==> config.mk <==
export PLATFORM = sky130hd
export DESIGN_NAME = keypad_scan
export DESIGN_NICKNAME = d
export VERILOG_FILES = /design/src/rtl/keypad_pkg.sv /design/src/rtl/sync2.sv /design/src/rtl/keypad_scan.sv
export SDC_FILE = /design/constraint.sdc
export NUM_CORES = 1
export LEC_CHECK = 0
export ABC_AREA = 1
export CORE_ASPECT_RATIO = 1.4
export CORE_MARGIN = 3
export CORE_UTILIZATION = 60
export CTS_CLUSTER_DIAMETER = 200
export DETAILED_ROUTE_END_ITERATION = 12
export GPL_TIMING_DRIVEN = 0
export MAX_ROUTING_LAYER = met4
export PLACE_DENSITY = 0.84
export SLEW_MARGIN = 20
export SYNTH_ARGS = -nofsm -noshare
export SYNTH_HDL_FRONTEND = slang
export SYNTH_SLANG_ARGS = --single-unit
==> constraint.sdc <==
create_clock -name clk -period 5.5 [get_ports clk]
set_clock_uncertainty 0.1 [all_clocks]
set_input_delay 1.65 -clock clk [delete_from_list [all_inputs] [get_ports clk]]
set_output_delay 1.65 -clock clk [all_outputs]
set_load 0.02 [all_outputs]
==> src/rtl/keypad_pkg.sv <==
// rtl/keypad_pkg.sv - shared keypad types, key codes and code-to-letter lookup
package keypad_pkg;

  typedef enum logic [1:0] {
    ST_SCAN     = 2'd0,
    ST_DEBOUNCE = 2'd1,
    ST_HELD     = 2'd2,
    ST_RELEASE  = 2'd3
  } scan_state_t;

  localparam logic [3:0] KEY_SUBMIT_LETTER = 4'd12;  // R3C0
  localparam logic [3:0] KEY_SUBMIT_WORD   = 4'd14;  // R3C2

  // Letters offered by the game FSM; submit keys and spares map to a space.
  localparam logic [7:0] LETTER_NONE = 8'h20;
  localparam logic [7:0] LETTER_BASE = 8'h41;

  function automatic logic [7:0] key_letter(input logic [3:0] code);
    logic [7:0] letter;
    letter = LETTER_NONE;
    if (code < 4'd12)
      letter = LETTER_BASE + {4'd0, code};
    else if (code == 4'd13)
      letter = LETTER_BASE + 8'd12;
    else if (code == 4'd15)
      letter = LETTER_BASE + 8'd13;
    return letter;
  endfunction

  function automatic int max2(input int a, input int b);
    return (a > b) ? a : b;
  endfunction

  function automatic logic [1:0] col_index(input logic [3:0] c);
    logic [1:0] idx;
    idx = 2'd0;
    if (c[3])      idx = 2'd3;
    else if (c[2]) idx = 2'd2;
    else if (c[1]) idx = 2'd1;
    return idx;
  endfunction

  // row[3] is R0, so the index counts down from the top bit.
  function automatic logic [1:0] row_index(input logic [3:0] r);
    logic [1:0] idx;
    idx = 2'd0;
    if (r[0])      idx = 2'd3;
    else if (r[1]) idx = 2'd2;
    else if (r[2]) idx = 2'd1;
    return idx;
  endfunction

endpackage

==> src/rtl/sync2.sv <==
// rtl/sync2.sv - two-flop synchronizer, asynchronous active-high reset
module sync2 #(
  parameter int WIDTH = 4
) (
  input  logic             clk,
  input  logic             rst,
  input  logic [WIDTH-1:0] d,
  output logic [WIDTH-1:0] q
);

  logic [WIDTH-1:0] meta;

  always_ff @(posedge clk or posedge rst) begin
    if (rst) begin
      meta <= '0;
      q    <= '0;
    end else begin
      meta <= d;
      q    <= meta;
    end
  end

endmodule

==> src/rtl/keypad_scan.sv <==
// rtl/keypad_scan.sv - 4x4 keypad column scanner with press/release debounce
// Optional autorepeat in HELD when KEYPAD_AUTOREPEAT_EN is defined.
module keypad_scan
  import keypad_pkg::*;
#(
  parameter int SCAN_DIV     = 1000,
  parameter int DEBOUNCE_CNT = 2000
`ifdef KEYPAD_AUTOREPEAT_EN
  ,
  parameter int REPEAT_DLY   = 50000,
  parameter int REPEAT_PER   = 20000
`endif
) (
  input  logic       clk,
  input  logic       rst,
  input  logic [3:0] row,
  output logic [3:0] col,
  output logic [3:0] key_code,
  output logic       key_valid,
  output logic       key_held
);

`ifdef KEYPAD_AUTOREPEAT_EN
  localparam int MAX_PARAM = max2(max2(SCAN_DIV, DEBOUNCE_CNT), max2(REPEAT_DLY, REPEAT_PER));
`else
  localparam int MAX_PARAM = max2(SCAN_DIV, DEBOUNCE_CNT);
`endif
  localparam int CNT_W = $clog2(MAX_PARAM) + 1;

  localparam logic [CNT_W-1:0] SCAN_LAST = CNT_W'(SCAN_DIV - 1);
  localparam logic [CNT_W-1:0] DEB_MAX   = CNT_W'(DEBOUNCE_CNT);
`ifdef KEYPAD_AUTOREPEAT_EN
  localparam logic [CNT_W-1:0] RPT_DLY_LAST = CNT_W'(REPEAT_DLY - 1);
  localparam logic [CNT_W-1:0] RPT_PER_LAST = CNT_W'(REPEAT_PER - 1);
`endif

  logic [3:0]       rs;
  scan_state_t      state;
  logic [CNT_W-1:0] div_cnt;
  logic [CNT_W-1:0] cnt;
  logic [3:0]       lat_row;
  logic [1:0]       lat_col;
`ifdef KEYPAD_AUTOREPEAT_EN
  logic [CNT_W-1:0] rpt_cnt;
  logic             rpt_first;
`endif

  sync2 #(.WIDTH(4)) u_row_sync (
    .clk (clk),
    .rst (rst),
    .d   (row),
    .q   (rs)
  );

  function automatic logic [CNT_W-1:0] sat_inc(input logic [CNT_W-1:0] v);
    return (&v) ? v : v + 1'b1;
  endfunction

  function automatic logic [3:0] rotl(input logic [3:0] c);
    return {c[2:0], c[3]};
  endfunction

  always_ff @(posedge clk or posedge rst) begin
    if (rst) begin
      state     <= ST_SCAN;
      col       <= 4'b0001;
      div_cnt   <= '0;
      cnt       <= '0;
      lat_row   <= 4'd0;
      lat_col   <= 2'd0;
      key_code  <= 4'd0;
      key_valid <= 1'b0;
      key_held  <= 1'b0;
`ifdef KEYPAD_AUTOREPEAT_EN
      rpt_cnt   <= '0;
      rpt_first <= 1'b1;
`endif
    end else begin
      key_valid <= 1'b0;
      unique case (state)
        ST_SCAN: begin
          // Sample only on the last dwell cycle so rs has settled through the synchronizer.
          if (div_cnt == SCAN_LAST) begin
            div_cnt <= '0;
            if ($onehot(rs)) begin
              lat_row <= rs;
              lat_col <= col_index(col);
              cnt     <= '0;
              state   <= ST_DEBOUNCE;
            end else begin
              col <= rotl(col);
            end
          end else begin
            div_cnt <= div_cnt + 1'b1;
          end
        end

        ST_DEBOUNCE: begin
          if (rs != lat_row) begin
            state   <= ST_SCAN;
            cnt     <= '0;
            div_cnt <= '0;
            col     <= rotl(col);
          end else if (cnt == DEB_MAX) begin
            key_code  <= {row_index(lat_row), lat_col};
            key_valid <= 1'b1;
            key_held  <= 1'b1;
            cnt       <= '0;
            state     <= ST_HELD;
          end else begin
            cnt <= sat_inc(cnt);
          end
        end

        ST_HELD: begin
          if (rs == 4'd0) begin
            cnt   <= '0;
            state <= ST_RELEASE;
`ifdef KEYPAD_AUTOREPEAT_EN
            rpt_cnt   <= '0;
            rpt_first <= 1'b1;
`endif
          end
`ifdef KEYPAD_AUTOREPEAT_EN
          else if (rpt_cnt == (rpt_first ? RPT_DLY_LAST : RPT_PER_LAST)) begin
            key_valid <= 1'b1;
            rpt_cnt   <= '0;
            rpt_first <= 1'b0;
          end else begin
            rpt_cnt <= sat_inc(rpt_cnt);
          end
`endif
        end

        ST_RELEASE: begin
          // A returning row is contact bounce on release, not a new press.
          if (rs != 4'd0) begin
            cnt   <= '0;
            state <= ST_HELD;
          end else if (cnt == DEB_MAX) begin
            key_held <= 1'b0;
            cnt      <= '0;
            div_cnt  <= '0;
            col      <= rotl(col);
            state    <= ST_SCAN;
          end else begin
            cnt <= sat_inc(cnt);
          end
        end

        default: state <= ST_SCAN;
      endcase
    end
  end

endmodule

# Word level (Yosys, flattened, before mapping)
# Index checks and enable logic that the tools add are counted.
# word_totals
regBits	50
output_inout_bits	10
# op_classes
add_sub_neg	5
n_eq_ne	18
n_mux	41
bitwise_logic	1
reduce_logical	13
# op_table
cell	count
12-bit 2-to-1 mux	11
12-bit one-hot mux with 4 select lines	1
12-bit one-hot mux with 3 select lines	1
12-bit by 1-bit adder with 12-bit output (second input constant)	2
2-bit 2-to-1 mux	11
4-bit 2-to-1 mux	5
2-bit inequality test (second input constant)	9
12-bit by 10-bit == test with 1-bit output (second input constant)	1
12-bit by 11-bit == test with 1-bit output (second input constant)	1
4-bit one-hot mux with 3 select lines	1
12-bit AND reduction	1
5-bit AND reduction	2
1-bit 2-to-1 mux	9
3-bit AND reduction	3
2-bit one-hot mux with 4 select lines	1
3-bit inequality test (second input constant)	2
6-bit AND reduction	1
1-bit by 1-bit adder with 2-bit output	2
2-bit == test (second input constant)	2
4-bit zero test	1
4-bit inequality test	1
4-bit AND reduction	1
4-bit nonzero test	1
2-bit by 2-bit adder with 3-bit output	1
7 further kinds	7

# Depth between registers and ports, before layout
# depth
depth_word	6
mapped_depth	14
ltp_nobuf	14

# Cells and area by module
# Synthesis repeated with hierarchy kept, for this count alone.
# unflattened
cells_unflattened	395
hier_area_um2	2929.1
# by_module_without_submodules
module	instances	cells_each	area_per_inst_um2	seq_area_each_um2
keypad_scan	1	386	2725.1	1052.3
sync2	1	9	203.9	200.2

# Worst setup path before layout
# Ideal clock, no wire load.
# synth_path
kind	reg-to-reg
startpoint	register u_row_sync.q[0]
endpoint	register lat_col[1]
setup_time_ns	0.120
t_arrival_ns	2.238
t_required_ns	5.280
path_slack_ns	3.042
stages_incl_launch_ff	13
period_less_slack_ns	2.458
cell_sequence	dfrtp_1 > inv_1 > fa_1 > inv_1 > ha_1 > ha_1 > nor2_1 > nand2_1 > nor3_1 > nand4_1 > clkbuf_1 > o21ai_0 > inv_1
# synth_between
elab_chain_cells	4
# synth_rtl
item	line_no	rtl
start: declaration	sync2.sv:8	output logic [WIDTH-1:0] q
start signal: assignment	sync2.sv:19	q <= meta;
1-bit by 1-bit adder with 2-bit output (not written as such)	keypad_scan.sv:85	if ($onehot(rs)) begin
2-bit by 2-bit adder with 3-bit output (not written as such)	keypad_scan.sv:85	
3-bit by 1-bit == test with 1-bit output	keypad_scan.sv:85	
3-bit AND reduction (no line)	--	
end signal: assignment	keypad_scan.sv:87	lat_col <= col_index(col);
end: declaration	keypad_scan.sv:42	logic [1:0] lat_col;
# No other way between the ends.
# A chain may end at the register's enable or synchronous reset.

# Worst setup path after layout
# layout_path
startpoint	register col[0]
endpoint	output col[0]
# layout_rtl
item	line_no	rtl
start: declaration	keypad_scan.sv:17	output logic [3:0] col,
start signal: assignment	keypad_scan.sv:91	col <= rotl(col);
start signal: assignment	keypad_scan.sv:103	col <= rotl(col);
start signal: assignment	keypad_scan.sv:144	col <= rotl(col);
# No word-level cell between the ends.

==> impl_metrics.yaml <==
finish:
  final_common_cell: "nand2_1"
  syn_to_final_growth_pct: 12.2
  fin_nets: 434
  multiInputGateArea_um2: 1410
  drive_gt1_share_pct: 6.87
  mostFrequentLayoutCells: "nand2_1, inv_1, dfrtp_1, nor2_1, nand3_1"
  design_area_um2: 3260
  antennaDiodeCount: 0
  num-fill-cells: 401
  seq_area_um2: 1250
  fin_cells: 484
critical_path:
  r2r_setup_slack_ns: 2.67
  timing.rr.end: "lat_col[1]"
  end_kind: "output pin"
  crit_fanout: 3
  cp.required_ns: 3.75
  reg2regPathDepth: 12
  critPathSlowestCell: "clkdlybuf4s50_1"
  path_buf_inv: 1
  cp_top_family: "buffers and inverters"
  cpPeakStageDelay_ns: 0.60
  worstPathCellList: "clkdlybuf4s50_1"
  arrival_ns: 1.44
  crit_type: "reg2out"
  crit_path_start_kind: "register"
  timing.rr.start: "u_row_sync.q[0]"
power_and_ir_drop:
  pwr-share-seq_pct: 57.0
  peakVddDrop_mv: 0.140
  power_density_nw_per_um2: 200
  total_leakage_power_nw: 1.63
  comb_power_share_pct: 4.3
  switching_share_pct: 20.7
  clkPwrFrac_pct: 38.7
  p_int_uw: 516
  power_switching_uw: 135
yosys:
  synth-seq-cells: 50
  synth_warnings: 0
  synthDistinctLibCells: 30
  synth_edf_count: 0
  synthFlopType: "dfrtp_1"
  syn_area_per_cell_um2: 7.31
  syn_inst: 398
  synthesis.area_um2: 2910
  syn-num-nets: 411
  seq_area_frac_synth_pct: 43.1
  postSynth.asyncResetShare_pct: 100
placement:
  place_inst: 476
  gp_congestion: 0.934
  place_area_um2: 3160
  dp_hpwl_um: 4620
  io_buffers: 15
floorplanning:
  ios: 16
  core.rowCount: 29
  die_y_um: 88.4
  start_util_pct: 63.1
  die_w_um: 64.9
  coreArea_um2: 4610
  die_area_um2: 5730
routing:
  ant_nets: 0
  vias: 2592
  routed_via_density: 5.36
  wl_per_cell_um: 12.7
  firstDrtPassIters: 4
  drt_iter0_drc: 173
  drc: 0
  wl_um: 6130
job:
  max-cap-violations: 0
cts:
  clock-sinks: 50
  cts_inserted_buffers: 5
  cts.clk_slew.worst_paths_ns: 0.08
  clockBufferDepth: 2
  tritoncts: "built"
  root_buffer: "clkbuf_8"
  ctsHtreeMaxLevel: 2
  cts_hold_buf: 0
  clk_latency_ns: 0.30
  ctsResizeCount: 0
  post_cts_buffers: 0
worst_hold_path:
  holdPathStages: 0
  hp-start: "u_row_sync.meta[1]"
  holdPathEnd: "u_row_sync.q[1]"
  hp-class: "reg2reg"
timing:
  worst_slew_pin_slew_ns: 0.562
  setup_viol: 0
  min_period_over_period_pct: 57.9
  finalCriticalPeriod_ns: 3.19
  slew_headroom_pct: 62.4
  maxSlewViolCount: 0
  max_clock_freq_mhz: 314
  tns_ns: 0
  finalHoldViolations: 0
  rsz0062_at_grt: "no"
global_route:
  grt_pass1_vias: 2523
  grt_pass1_wl_um: 11000
  overflow: 0
  track_usage_pct: 25.0
  antenna_found_initial: 0
  grt_max_degree: 27
status:
  status: "finished, final reports clean"
flip-flops by register name, indices dropped and copies added, names as in the netlist:
| signal | cells |
|---|---|
| lat_row | 4 |
| lat_col | 2 |
| div_cnt | 12 |
| key_code | 4 |
| key_held | 1 |
| cnt | 12 |
| u_row_sync.meta | 4 |
| key_valid | 1 |
| u_row_sync.q | 4 |
| col | 4 |
| state | 2 |
kinds of logic after synthesis:
kind of cell	Yosys count	share of synthesized area (%)
adders and majority gates	7	3.27
AOI/OAI and AO/OA	43	8.09
xor gates and xnor gates	2	0.602
buffers and inverters	59	8.56
and+or+nand+nor	237	36.4
DFF	50	43.1
cell type report:
class / count / share of cell area, %
Multi-Input combinational cell: 289 / 43.1
Sequential cell: 50 / 38.4
Inverter: 51 / 5.87
Timing Repair Buffer: 16 / 5.21
Tap cell: 62 / 2.38
Clock buffer: 7 / 2.34
Buffer: 8 / 1.76
Clock inverter: 1 / 0.920
layer usage:
layer	vias up	global-route usage [%]	routed length [um]
met4	0	8.08	95
met2	34	46.5	3330
li1	1336	-	-
met5	-	-	0
met1	1212	27.7	2580
met3	10	2.80	129
per-stage QoR:
stage          power [mW]  hold WS [ns]  utilization, %  worst slack [ns]
3_5_place_dp        0.407         0.236            68.5              2.63
6_report            0.651         0.255            70.8              2.31
2_1_floorplan       0.397         0.231               -              2.55
3_3_place_gp        0.404         0.232            68.1              1.64
5_1_grt             0.679         0.269            70.8              2.27
4_1_cts             0.658         0.255            70.8              2.30
worst max path at each step:
stage               startpoint      end  slack [ns]  cells after the start
floorplan                  rst   cnt[0]        2.55                      1
global placement           rst  cnt[10]        1.64                      2
detailed placement      col[0]   col[0]        2.63                      1
CTS                     col[0]   col[0]        2.30                      1
global route            col[0]   col[0]        2.27                      1
finish                  col[0]   col[0]        2.31                      1
cell usage after synthesis, types with 3 or more instances:
library cell | count | area, um2
nand2_1 | 122 | 458
inv_1 | 50 | 188
dfrtp_1 | 49 | 1230
nor2_1 | 38 | 143
nand3_1 | 32 | 160
o21ai_0 | 29 | 145
nand4_1 | 23 | 144
a21oi_1 | 7 | 35.0
ha_1 | 6 | 75.1
nor3_1 | 6 | 30.0
o21bai_1 | 4 | 30.0
or2_2 | 4 | 25.0
buf_6 | 3 | 33.8
clkbuf_1 | 3 | 11.3
nand2_2 | 3 | 18.8
nand3_2 | 3 | 30.0
nand3b_1 | 3 | 22.5
power by group through the flow:
stage	Sequential, mW	Clock (mW)	Combinational, mW
after global routing	0.372	0.273	0.0339
after detailed placement	0.379	0	0.0284
final	0.371	0.252	0.0279
after floorplan	0.378	0	0.0183
after CTS	0.372	0.258	0.0291
after global placement	0.379	0	0.0256
No activity file was read; power rests on OpenSTA's default activity.
